$ cat config.mk
export PLATFORM = sky130hd
export DESIGN_NAME = cache_controller_2way_flat
export DESIGN_NICKNAME = d
export VERILOG_FILES = /design/src/rtl/cache_controller_2way_if.sv /design/src/rtl/cache_controller_2way.sv /design/src/flat_wrapper.sv
export SDC_FILE = /design/constraint.sdc
export NUM_CORES = 1
export LEC_CHECK = 0
export CAP_MARGIN = 10
export CORE_MARGIN = 3
export CORE_UTILIZATION = 40
export CTS_CLUSTER_DIAMETER = 120
export DETAILED_ROUTE_END_ITERATION = 6
export PLACE_DENSITY = 0.64
export SLEW_MARGIN = 15
export SYNTH_ARGS = -nofsm -noshare
export SYNTH_HDL_FRONTEND = slang
export SYNTH_SLANG_ARGS = --single-unit
$ cat constraint.sdc
create_clock -name i_clk -period 3.28 [get_ports i_clk]
set_clock_uncertainty 0.1 [all_clocks]
set_input_delay 0.328 -clock i_clk [delete_from_list [all_inputs] [get_ports i_clk]]
set_output_delay 0.328 -clock i_clk [all_outputs]
set_load 0.05 [all_outputs]
$ cat src/rtl/cache_controller_2way_if.sv
// Signal bundle between the 2-way cache controller, the core, the tag/data
// arrays and main memory. The controller uses the slave modport.
interface cache_controller_2way_if #(
    parameter int ADDRESS_WIDTH = 10,
    parameter int INDEX_WIDTH   = 4,
    parameter int OFFSET_WIDTH  = 3,
    parameter int COUNT_WIDTH   = 16
);
    localparam int TAG_SIZE = ADDRESS_WIDTH - INDEX_WIDTH - OFFSET_WIDTH;

    // Core request
    logic                     i_MemRead;
    logic                     i_MemWrite;
    logic [ADDRESS_WIDTH-1:0] i_Address;

    // Contents of the indexed set
    logic [TAG_SIZE-1:0]      i_TagWay0;
    logic [TAG_SIZE-1:0]      i_TagWay1;
    logic                     i_ValidWay0;
    logic                     i_ValidWay1;
    logic                     i_DirtyWay0;
    logic                     i_DirtyWay1;

    // Main memory handshake
    logic                     i_MemReady;

    // Controller outputs
    logic                     o_WriteEnableCache;
    logic                     o_Replace;
    logic                     o_WaySelect;
    logic                     o_WriteEnableMainMemory;
    logic                     o_ReadEnable;
    logic [ADDRESS_WIDTH-1:0] o_MemAddress;
    logic                     o_Hit_Or_Miss;
    logic                     o_Stall;
    logic [COUNT_WIDTH-1:0]   o_HitCount;
    logic [COUNT_WIDTH-1:0]   o_MissCount;

    modport slave (
        input  i_MemRead, i_MemWrite, i_Address,
        input  i_TagWay0, i_TagWay1, i_ValidWay0, i_ValidWay1,
        input  i_DirtyWay0, i_DirtyWay1, i_MemReady,
        output o_WriteEnableCache, o_Replace, o_WaySelect,
        output o_WriteEnableMainMemory, o_ReadEnable, o_MemAddress,
        output o_Hit_Or_Miss, o_Stall, o_HitCount, o_MissCount
    );

    modport master (
        output i_MemRead, i_MemWrite, i_Address,
        output i_TagWay0, i_TagWay1, i_ValidWay0, i_ValidWay1,
        output i_DirtyWay0, i_DirtyWay1, i_MemReady,
        input  o_WriteEnableCache, o_Replace, o_WaySelect,
        input  o_WriteEnableMainMemory, o_ReadEnable, o_MemAddress,
        input  o_Hit_Or_Miss, o_Stall, o_HitCount, o_MissCount
    );
endinterface

$ cat src/rtl/cache_controller_2way.sv
// Control FSM for a 2-way set-associative write-back/write-allocate cache:
// tag compare, per-set LRU, dirty victim write-back, refill, hit/miss counters.
module cache_controller_2way #(
    parameter int ADDRESS_WIDTH = 10,
    parameter int INDEX_WIDTH   = 4,
    parameter int OFFSET_WIDTH  = 3,
    parameter int COUNT_WIDTH   = 16
) (
    input logic                   i_clk,
    input logic                   i_reset,
    cache_controller_2way_if.slave bus
);
    localparam int TAG_SIZE = ADDRESS_WIDTH - INDEX_WIDTH - OFFSET_WIDTH;
    localparam int SETS     = 1 << INDEX_WIDTH;

    typedef enum logic [2:0] {
        IDLE,
        COMPARE,
        WRITE_BACK,
        ALLOCATE,
        REFILL
    } state_t;

    state_t                   state_q, state_d;
    logic                     done_q, done_d;
    logic                     miss_pending_q, miss_pending_d;
    logic                     we_cache_q, we_cache_d;
    logic                     replace_q, replace_d;
    logic                     way_sel_q, way_sel_d;
    logic                     we_mem_q, we_mem_d;
    logic                     re_q, re_d;
    logic                     victim_q, victim_d;
    logic [ADDRESS_WIDTH-1:0] mem_addr_q, mem_addr_d;
    logic [ADDRESS_WIDTH-1:0] refill_addr_q, refill_addr_d;
    logic [COUNT_WIDTH-1:0]   hit_cnt_q, hit_cnt_d;
    logic [COUNT_WIDTH-1:0]   miss_cnt_q, miss_cnt_d;
    logic [SETS-1:0]          lru_q, lru_d;

    logic [TAG_SIZE-1:0]      req_tag;
    logic [INDEX_WIDTH-1:0]   req_index;
    logic                     req;
    logic                     hit0, hit1, hit, hit_way;
    logic                     victim, victim_dirty;
    logic [TAG_SIZE-1:0]      victim_tag;
    logic [ADDRESS_WIDTH-1:0] req_blk_addr, victim_blk_addr;

    function automatic logic [COUNT_WIDTH-1:0] sat_inc(input logic [COUNT_WIDTH-1:0] v);
        return (&v) ? v : v + {{(COUNT_WIDTH-1){1'b0}}, 1'b1};
    endfunction

    assign req_tag   = bus.i_Address[ADDRESS_WIDTH-1 -: TAG_SIZE];
    assign req_index = bus.i_Address[OFFSET_WIDTH +: INDEX_WIDTH];
    assign req       = bus.i_MemRead | bus.i_MemWrite;

    assign hit0    = bus.i_ValidWay0 & (bus.i_TagWay0 == req_tag);
    assign hit1    = bus.i_ValidWay1 & (bus.i_TagWay1 == req_tag);
    assign hit     = hit0 | hit1;
    assign hit_way = hit1;

    // Fill an empty way before evicting; only a full set consults the LRU bit.
    assign victim       = !bus.i_ValidWay0 ? 1'b0 :
                          !bus.i_ValidWay1 ? 1'b1 : lru_q[req_index];
    assign victim_dirty = victim ? (bus.i_ValidWay1 & bus.i_DirtyWay1)
                                 : (bus.i_ValidWay0 & bus.i_DirtyWay0);
    assign victim_tag   = victim ? bus.i_TagWay1 : bus.i_TagWay0;

    assign req_blk_addr    = {req_tag, req_index, {OFFSET_WIDTH{1'b0}}};
    assign victim_blk_addr = {victim_tag, req_index, {OFFSET_WIDTH{1'b0}}};

    always_comb begin
        state_d        = state_q;
        done_d         = 1'b0;
        miss_pending_d = miss_pending_q;
        we_cache_d     = 1'b0;
        replace_d      = 1'b0;
        way_sel_d      = way_sel_q;
        we_mem_d       = we_mem_q;
        re_d           = re_q;
        victim_d       = victim_q;
        mem_addr_d     = mem_addr_q;
        refill_addr_d  = refill_addr_q;
        hit_cnt_d      = hit_cnt_q;
        miss_cnt_d     = miss_cnt_q;
        lru_d          = lru_q;

        case (state_q)
            IDLE: begin
                we_mem_d = 1'b0;
                re_d     = 1'b0;
                // With done_q high the request on the bus is the one just served.
                if (req && !done_q) state_d = COMPARE;
            end

            COMPARE: begin
                if (!req) begin
                    state_d        = IDLE;
                    miss_pending_d = 1'b0;
                end else if (hit) begin
                    done_d           = 1'b1;
                    we_cache_d       = bus.i_MemWrite;
                    way_sel_d        = hit_way;
                    lru_d[req_index] = ~hit_way;
                    // The re-compare after a refill was already counted as a miss.
                    if (!miss_pending_q) hit_cnt_d = sat_inc(hit_cnt_q);
                    miss_pending_d   = 1'b0;
                    state_d          = IDLE;
                end else begin
                    victim_d       = victim;
                    way_sel_d      = victim;
                    miss_cnt_d     = sat_inc(miss_cnt_q);
                    miss_pending_d = 1'b1;
                    refill_addr_d  = req_blk_addr;
                    if (victim_dirty) begin
                        state_d    = WRITE_BACK;
                        we_mem_d   = 1'b1;
                        mem_addr_d = victim_blk_addr;
                    end else begin
                        state_d    = ALLOCATE;
                        re_d       = 1'b1;
                        mem_addr_d = req_blk_addr;
                    end
                end
            end

            WRITE_BACK: begin
                if (bus.i_MemReady) begin
                    state_d    = ALLOCATE;
                    we_mem_d   = 1'b0;
                    re_d       = 1'b1;
                    mem_addr_d = refill_addr_q;
                end
            end

            ALLOCATE: begin
                if (bus.i_MemReady) begin
                    state_d   = REFILL;
                    re_d      = 1'b0;
                    replace_d = 1'b1;
                    way_sel_d = victim_q;
                end
            end

            REFILL: begin
                state_d = COMPARE;
            end

            default: begin
                state_d = IDLE;
            end
        endcase
    end

    always_ff @(posedge i_clk) begin
        if (i_reset) begin
            state_q        <= IDLE;
            done_q         <= 1'b0;
            miss_pending_q <= 1'b0;
            we_cache_q     <= 1'b0;
            replace_q      <= 1'b0;
            way_sel_q      <= 1'b0;
            we_mem_q       <= 1'b0;
            re_q           <= 1'b0;
            victim_q       <= 1'b0;
            mem_addr_q     <= '0;
            refill_addr_q  <= '0;
            hit_cnt_q      <= '0;
            miss_cnt_q     <= '0;
            lru_q          <= '0;
        end else begin
            state_q        <= state_d;
            done_q         <= done_d;
            miss_pending_q <= miss_pending_d;
            we_cache_q     <= we_cache_d;
            replace_q      <= replace_d;
            way_sel_q      <= way_sel_d;
            we_mem_q       <= we_mem_d;
            re_q           <= re_d;
            victim_q       <= victim_d;
            mem_addr_q     <= mem_addr_d;
            refill_addr_q  <= refill_addr_d;
            hit_cnt_q      <= hit_cnt_d;
            miss_cnt_q     <= miss_cnt_d;
            lru_q          <= lru_d;
        end
    end

    assign bus.o_WriteEnableCache      = we_cache_q;
    assign bus.o_Replace               = replace_q;
    assign bus.o_WaySelect             = way_sel_q;
    assign bus.o_WriteEnableMainMemory = we_mem_q;
    assign bus.o_ReadEnable            = re_q;
    assign bus.o_MemAddress            = mem_addr_q;
    assign bus.o_Hit_Or_Miss           = hit;
    assign bus.o_Stall                 = req & ~done_q;
    assign bus.o_HitCount              = hit_cnt_q;
    assign bus.o_MissCount             = miss_cnt_q;
endmodule

$ cat src/flat_wrapper.sv
// flat-port wrapper written by rule: the top's interface ports become plain ports
module cache_controller_2way_flat 
#(
    parameter int ADDRESS_WIDTH = 10,
    parameter int INDEX_WIDTH   = 4,
    parameter int OFFSET_WIDTH  = 3,
    parameter int COUNT_WIDTH   = 16
)
  (i_clk, i_reset, bus_i_MemRead, bus_i_MemWrite, bus_i_Address, bus_i_TagWay0, bus_i_TagWay1, bus_i_ValidWay0, bus_i_ValidWay1, bus_i_DirtyWay0, bus_i_DirtyWay1, bus_i_MemReady, bus_o_WriteEnableCache, bus_o_Replace, bus_o_WaySelect, bus_o_WriteEnableMainMemory, bus_o_ReadEnable, bus_o_MemAddress, bus_o_Hit_Or_Miss, bus_o_Stall, bus_o_HitCount, bus_o_MissCount);
  cache_controller_2way_if #(.ADDRESS_WIDTH(ADDRESS_WIDTH), .INDEX_WIDTH(INDEX_WIDTH), .OFFSET_WIDTH(OFFSET_WIDTH), .COUNT_WIDTH(COUNT_WIDTH)) bus_i ();
  input logic i_clk;
  input logic i_reset;
  input wire logic [$bits(bus_i.i_MemRead)-1:0] bus_i_MemRead;
  input wire logic [$bits(bus_i.i_MemWrite)-1:0] bus_i_MemWrite;
  input wire logic [$bits(bus_i.i_Address)-1:0] bus_i_Address;
  input wire logic [$bits(bus_i.i_TagWay0)-1:0] bus_i_TagWay0;
  input wire logic [$bits(bus_i.i_TagWay1)-1:0] bus_i_TagWay1;
  input wire logic [$bits(bus_i.i_ValidWay0)-1:0] bus_i_ValidWay0;
  input wire logic [$bits(bus_i.i_ValidWay1)-1:0] bus_i_ValidWay1;
  input wire logic [$bits(bus_i.i_DirtyWay0)-1:0] bus_i_DirtyWay0;
  input wire logic [$bits(bus_i.i_DirtyWay1)-1:0] bus_i_DirtyWay1;
  input wire logic [$bits(bus_i.i_MemReady)-1:0] bus_i_MemReady;
  output wire logic [$bits(bus_i.o_WriteEnableCache)-1:0] bus_o_WriteEnableCache;
  output wire logic [$bits(bus_i.o_Replace)-1:0] bus_o_Replace;
  output wire logic [$bits(bus_i.o_WaySelect)-1:0] bus_o_WaySelect;
  output wire logic [$bits(bus_i.o_WriteEnableMainMemory)-1:0] bus_o_WriteEnableMainMemory;
  output wire logic [$bits(bus_i.o_ReadEnable)-1:0] bus_o_ReadEnable;
  output wire logic [$bits(bus_i.o_MemAddress)-1:0] bus_o_MemAddress;
  output wire logic [$bits(bus_i.o_Hit_Or_Miss)-1:0] bus_o_Hit_Or_Miss;
  output wire logic [$bits(bus_i.o_Stall)-1:0] bus_o_Stall;
  output wire logic [$bits(bus_i.o_HitCount)-1:0] bus_o_HitCount;
  output wire logic [$bits(bus_i.o_MissCount)-1:0] bus_o_MissCount;
  assign bus_i.i_MemRead = bus_i_MemRead;
  assign bus_i.i_MemWrite = bus_i_MemWrite;
  assign bus_i.i_Address = bus_i_Address;
  assign bus_i.i_TagWay0 = bus_i_TagWay0;
  assign bus_i.i_TagWay1 = bus_i_TagWay1;
  assign bus_i.i_ValidWay0 = bus_i_ValidWay0;
  assign bus_i.i_ValidWay1 = bus_i_ValidWay1;
  assign bus_i.i_DirtyWay0 = bus_i_DirtyWay0;
  assign bus_i.i_DirtyWay1 = bus_i_DirtyWay1;
  assign bus_i.i_MemReady = bus_i_MemReady;
  assign bus_o_WriteEnableCache = bus_i.o_WriteEnableCache;
  assign bus_o_Replace = bus_i.o_Replace;
  assign bus_o_WaySelect = bus_i.o_WaySelect;
  assign bus_o_WriteEnableMainMemory = bus_i.o_WriteEnableMainMemory;
  assign bus_o_ReadEnable = bus_i.o_ReadEnable;
  assign bus_o_MemAddress = bus_i.o_MemAddress;
  assign bus_o_Hit_Or_Miss = bus_i.o_Hit_Or_Miss;
  assign bus_o_Stall = bus_i.o_Stall;
  assign bus_o_HitCount = bus_i.o_HitCount;
  assign bus_o_MissCount = bus_i.o_MissCount;
  cache_controller_2way #(.ADDRESS_WIDTH(ADDRESS_WIDTH), .INDEX_WIDTH(INDEX_WIDTH), .OFFSET_WIDTH(OFFSET_WIDTH), .COUNT_WIDTH(COUNT_WIDTH)) u_core (.i_clk(i_clk), .i_reset(i_reset), .bus(bus_i));
endmodule
==> results of run 1 <==
-- metrics by stage --
step           std cells  instance area, um2  hold WS [ns]  power, mW
2_1_floorplan        434                3581        0.3357      1.328
3_3_place_gp         591                4369        0.3415      1.488
3_5_place_dp         591                4369        0.3474      1.495
4_1_cts              607                4566        0.3009      2.201
5_1_grt              607                4566        0.3225      2.288
6_report             607                4566        0.3096      2.172
-- sequential cells by signal (all words and copies together) (netlist names) --
| signal | flops |
|---|---|
| u_core.bus.o_WriteEnableCache | 1 |
| u_core.bus.o_HitCount | 16 |
| u_core.bus.o_WaySelect | 1 |
| u_core.bus.o_Replace | 1 |
| u_core.done_q | 1 |
| u_core.bus.o_WriteEnableMainMemory | 1 |
| u_core.miss_pending_q | 1 |
| u_core.victim_q | 1 |
| u_core.state_q | 3 |
| u_core.lru_q | 16 |
| u_core.refill_addr_q | 7 |
| u_core.bus.o_ReadEnable | 1 |
| u_core.bus.o_MissCount | 16 |
| u_core.bus.o_MemAddress | 7 |
-- logic make-up after synthesis --
logic type / count (synthesis) / synth area share [%]
AND/OR/NAND/NOR: 202 / 28.01
other: 1 / 0.1049
adder cells (fa/ha/maj): 2 / 0.7002
XOR/XNOR: 30 / 7.353
AO/OA/AOI/OAI: 69 / 12.64
flip-flops: 73 / 40.90
buffers and inverters: 39 / 4.692
multiplexers: 16 / 5.602
-- layout make-up --
class	instances	area [um2]
clock inverters	6	68.82
flip-flops and latches	73	1461
well taps	105	131.4
clock buffers	10	127.6
fillers	817	3857
repair buffers	82	790.8
inverters	9	33.78
multi-input cells	322	1952
-- worst max-delay path: cells and delay by family --
kind                   cells  cell delay [ns]
buffers and inverters      2             1.34
AND/OR/NAND/NOR            2             0.41
XOR/XNOR                   1             0.25
-- synthesized netlist by cell type (2+ instances only) --
| cell type | instances |
|---|---|
| nor2_1 | 76 |
| dfxtp_1 | 73 |
| nand2_1 | 33 |
| a211oi_1 | 24 |
| clkbuf_1 | 24 |
| xnor2_1 | 19 |
| a21oi_1 | 17 |
| nand3_1 | 15 |
| nor4_1 | 15 |
| o21ai_0 | 15 |
| nand4_1 | 14 |
| nor3_1 | 12 |
| mux2i_1 | 11 |
| xor2_1 | 11 |
| inv_1 | 9 |
| and3_1 | 6 |
| and4_1 | 5 |
| nor2b_1 | 5 |
| and2_1 | 4 |
| nand2b_1 | 4 |
| or3_1 | 4 |
| buf_4 | 3 |
| mux4_2 | 3 |
| o31ai_1 | 3 |
| buf_2 | 2 |
| ha_1 | 2 |
| mux2_2 | 2 |
| nor3b_1 | 2 |
| or4_1 | 2 |
-- worst min-delay path by stage --
stage,cells past startpoint,end
detailed placement,2,u_core.refill_addr_q[3]
global placement,2,u_core.refill_addr_q[3]
global route,2,u_core.bus.o_HitCount[12]
floorplan,2,u_core.refill_addr_q[3]
finish,2,u_core.bus.o_HitCount[12]
CTS,2,u_core.bus.o_HitCount[12]
-- power by group through the flow --
stage          registers [mW]  clock network, mW  logic [mW]
6_report                0.970              0.698       0.504
5_1_grt                 0.977              0.762       0.549
4_1_cts                 0.970              0.725       0.506
3_5_place_dp            0.990                  0       0.504
3_3_place_gp            0.989                  0       0.500
2_1_floorplan            1.08                  0       0.247
-- layer usage --
layer / wire [um] / share of wire, %
met4: 58 / 0.67
met2: 3752 / 43
met1: 4194 / 48
met3: 661 / 7.6
met5: 0 / 0
==> out/results.ini, run 1 <==
[pwr]
leakage_nw=1.593
p_per_area_mw_per_mm2=475.7
pwr-share-clk_pct=32.1
p_seq_share_pct=44.7
switchingPower_uw=696.5
power.internal_mw=1.475
switching_share_pct=32.07
ir_worst_vdd_uv=260.3
combPwrFrac_pct=23.2

[routing]
viasPerCell=5.386
routedWlPerCell_um=14.28
drc_errors=0
first_iter_violations=181
finalWirelength_mm=8.666
ant_nets=0
drt_first_pass_iters=4
num_vias=3269

[synthesis]
synth_cell_types=46
yosys_warnings=0
netlist_top_cells_area=dfxtp_1 (41%), nor2_1 (8.0%), a211oi_1 (5.0%)
async_flop_share_pct=0
synth-seq-cells=73
synth_ff_type=dfxtp_1
synth_enable_flop_cells=0
yosys.area.top_type=dfxtp_1
avgSynthCellArea_um2=8.272
yosys.area.top_type_share_pct=40.90
syn_inst=432
netlist_area_mm2=0.003573
seq_area_frac_synth_pct=40.90

[global_route]
met2_usage_pct=26.20
grt_pass1_vias=3033
met3_usage_pct=6.021
met1_usage_pct=24.91
grt_usage_pct=17.87
grt.overflow.total=0
top_usage_layer=met2
antenna_found_initial=0
grt_max_degree=28
grt_pass1_wl_mm=14.81

[floorplanning]
start_util_pct=42.42
fp.dieArea_mm2=0.01010
die_y_um=100.5
design.core.area_mm2=0.008423
rows=33
ios=74
die_x_um=100.5

[critical_path]
crit_required_ns=2.85
crit_path_end_kind=primary output
cpMostUsedCell=clkdlybuf4s50_1
worstSetupEndpoint=bus_o_Hit_Or_Miss
path_class=input pin to primary output
start_kind=input pin
r2r_end=u_core.bus.o_MissCount[15]
reg2reg_depth=7
slowest_stage=clkdlybuf4s50_1
crit_fanout=4
reg2reg_from=u_core.bus.o_MissCount[0]
cp_cell_sequence=clkdlybuf4s50_1 > xnor2_1 > nand4_1 > nand2_1 > clkdlybuf4s50_1
critPathLaunch=bus_i_Address[9]
worstPathArrival_ns=2.35
r2r_slack_ns=0.90
slowest_delay_ns=0.83

[placed_design]
gp_congestion=0.8425
port_buffers=67
hpwlAfterDp_mm=6.214
place_ws_ns=0.3715

[sta]
hold_violations=0
tightest_slew_ns=0.5699
fin_crit_ns=2.775
fmax_mhz=360.4
max_slew_margin_pct=61.90
grt_setup_unrepaired=no
fin_ws_ns=0.5053
fin_crit_sh_pct=84.59
finalSetupViolCount=0
setup_tns_ns=0
drv_slew=0

[layout]
final_cell_mix=nor2_1 (76), dfxtp_1 (73), clkdlybuf4s50_1 (66), nand2_1 (33), a211oi_1 (24)
antenna_cells=0
final_common_cell=nor2_1
area_growth_pct=27.77
nNetsFinal=524
drive_above_1_share_pct=8.167
utilization_pct=54.20

[clock_tree]
clock_latency_ns=0.34
cts_tree=yes
cts_sinks=73
cts_setup_buffers=0
root_buffer=clkbuf_8
postCtsHoldBufs=0
htree_levels=3
clockBufferDepth=2
path_clk_slew_ns=0.08
cts_buffers=9
cts-resized-gates=0

[outcome]
status=complete, no violations

[worst_hold_path]
hp-start=i_reset
min_path_type=input pin to flop

[flow_run]
max_cap_viol_count=0

Power figures use the tool's default switching activity.
==> run 2, diff against run 1 <==
- PLACE_DENSITY: 0.64 -> 0.66
- clock period: 3.28 -> 2.3 ns (I/O delays scaled with it)
==> run 2 against run 1 <==
  * Final area is 9.0% higher
  * Flip-flop and latch count unchanged
  * Via count rose by 6.4%
  * Count of clock-buffer cells in the layout is 1 lower
  * Power up 52%
  * Sequential share of layout area decreased by 2.4 points
  * Die area stayed put
  * Clock power is 59% higher
  * Cell count rose by 6.9%
  * First-iteration DRC count is 38% lower
  * Setup slack got worse by 0.43 ns
==> out/results.ini, run 2 (synthesis gave the netlist of run 1 again) <==
[routing]
routedWlPerCell_um=15.10  ; +5.8%
num_vias=3479  ; +6.4%
ant_nets=0  ; unchanged
first_iter_violations=112  ; -38%
finalWirelength_mm=9.799  ; +13%
drt_first_pass_iters=5  ; +1
drc_errors=0  ; unchanged
viasPerCell=5.361  ; -0.46%

[clock_tree]
clock_latency_ns=0.35  ; about the same
postCtsHoldBufs=0  ; unchanged
cts_buffers=9  ; unchanged
path_clk_slew_ns=0.09  ; about the same
cts_setup_buffers=0  ; unchanged
htree_levels=3  ; unchanged
clockBufferDepth=2  ; unchanged
cts_sinks=73  ; unchanged
root_buffer=clkbuf_8
cts_tree=yes

[sta]
drv_slew=0  ; unchanged
fmax_mhz=448.6
fin_crit_sh_pct=96.93
hold_violations=0  ; unchanged
holdWs_ns=0.1962  ; -0.1133 ns
finalSetupViolCount=0  ; unchanged
fin_crit_ns=2.229
tightest_slew_ns=0.5453  ; -0.02459 ns
max_slew_margin_pct=63.65  ; +1.7 points
grt_setup_unrepaired=yes

[global_route]
antenna_found_initial=0  ; unchanged
grt_pass1_wl_mm=16.00  ; +8.1%
grt.overflow.total=0  ; unchanged
grt_pass1_vias=3261  ; +7.5%
grt_max_degree=29  ; +3.6%
grt_usage_pct=19.50  ; +1.6 points

[pwr]
pwr-share-clk_pct=33.7  ; +1.6 points
combPwrFrac_pct=24.4  ; +1.2 points
ir_worst_vdd_uv=293.0  ; +13%
p_seq_share_pct=41.9  ; -2.8 points
switching_share_pct=31.42  ; -0.65 points
p_per_area_mw_per_mm2=664.3  ; +40%
leakage_nw=1.817  ; +14%
power.internal_mw=2.268  ; +54%
switchingPower_mw=1.039  ; +49%

[placed_design]
port_buffers=67  ; unchanged
numPlacedInstances=633  ; +7.1%
hpwlAfterDp_mm=7.078  ; +14%
gp_congestion=0.8494  ; +0.82%

[worst_hold_path]
min_to=u_core.bus.o_HitCount[4]
whs_path_depth=2  ; unchanged
hp-start=i_reset
min_path_type=input pin to flop

[outcome]
status=complete, no violations

[floorplanning]
start_util_pct=42.42  ; unchanged
ios=74  ; unchanged
rows=33  ; unchanged
fp.dieArea_mm2=0.01010  ; unchanged
die_y_um=100.5  ; unchanged
design.core.area_mm2=0.008423  ; unchanged
die_x_um=100.5  ; unchanged

[critical_path]
r2r_end=u_core.bus.o_WriteEnableMainMemory
crit_buf_inv=1  ; -1
crit_path_end_kind=flop
worstPathArrival_ns=2.41  ; +0.06 ns
reg2reg_depth=7  ; unchanged
crit_fanout=7  ; +3
r2r_slack_ns=0.07  ; -0.83 ns
start_kind=flop
path_class=flop to flop
crit_family=simple AND/OR/NAND/NOR gates
reg2reg_from=u_core.lru_q[14]
slowest_delay_ns=0.49  ; -0.34 ns
cp_cell_sequence=mux4_2 > and3_4 > nor4_4 > mux2i_1 > buf_4 > or3_1 > a31oi_1
crit_required_ns=2.48  ; -0.37 ns
slowest_stage=mux4_2

[flow_run]
max_cap_viol_count=0  ; unchanged

[layout]
utilization_pct=59.09  ; +4.9 points
final_cell_mix=nor2_1 (76), dfxtp_1 (64), clkdlybuf4s50_1 (61), buf_4 (57), nand2_1 (33)
nNetsFinal=566  ; +8.0%
area_growth_pct=39.29
fin_cells=649  ; +6.9%
final_common_cell=nor2_1
antenna_cells=0  ; unchanged
drive_above_1_share_pct=19.49  ; +11 points

==> run 2: cell count changes in the layout (fill, tap and decap cells not counted), sizes merged <==
cell | previous run | this run
clkbuf | 10 | 9
clkdlybuf4s15 | 0 | 1
buf | 16 | 60
bufinv | 1 | 2
dlygate4sd2 | 0 | 2
clkdlybuf4s50 | 66 | 61
==> run 2: final cells by class <==
type | instances | area (um2)
Fill cell | 778 | 3446
Multi-Input combinational cell | 322 | 2009
Sequential cell | 73 | 1473
Timing Repair Buffer | 124 | 1111
Tap cell | 105 | 131.4
Clock buffer | 9 | 123.9
Clock inverter | 7 | 95.09
Inverter | 9 | 33.78
==> run 2: worst max path at each step <==
stage | startpoint | endpoint | slack [ns] | cells after the start
2_1_floorplan | bus_i_Address[5] | u_core.bus.o_ReadEnable | 0.001 | 7
3_3_place_gp | bus_i_Address[4] | u_core.bus.o_WriteEnableMainMemory | -0.46 | 8
3_5_place_dp | bus_i_Address[4] | u_core.bus.o_MemAddress[8] | -0.54 | 8
4_1_cts | u_core.lru_q[0] | u_core.bus.o_WriteEnableMainMemory | 0.005 | 7
5_1_grt | u_core.lru_q[14] | u_core.bus.o_MemAddress[9] | -0.02 | 7
6_report | u_core.lru_q[14] | u_core.bus.o_WriteEnableMainMemory | 0.07 | 7
==> run 2: repair_timing <==
| action | in CTS | in global routing |
|---|---|---|
| pin swaps | 3 | 7 |
| setup endpoints to repair | 11 | 24 |
| endpoints found under the hold margin | 0 | 0 |
| gates resized for setup | 4 | 18 |
| cloned | 0 | 0 |
==> run 2: stage by stage <==
step                area, um2  setup TNS [ns]  power (mW)  setup slack (ns)
global placement         4701          -7.305       2.192           -0.4578
CTS                      4920               0       3.323          0.004948
finish                   4977               0       3.306           0.07071
detailed placement       4701          -8.653       2.208           -0.5395
global route             4977        -0.04045       3.472          -0.01788
floorplan                3586               0       1.894          0.001492
==> run 2: power by group through the flow <==
stage                     clock, mW  combinational [mW]  sequential, mW
final                          1.11               0.808            1.38
after global routing           1.21               0.871            1.39
after CTS                      1.14               0.800            1.38
after detailed placement          0               0.796            1.41
after global placement            0               0.783            1.41
after floorplan                   0               0.352            1.54
==> run 2: metal layers <==
metal  track usage (%)  wire, um
met2             30.33      4407
met4             4.560       106
met5                 0         0
met1             27.30      4737
met3             4.913       548
==> run 3, diff against run 2 <==
- CTS_CLUSTER_DIAMETER: 120 -> default
==> results of run 3 <==
No change in the layout: final DEF, timing and power equal those of run 2.
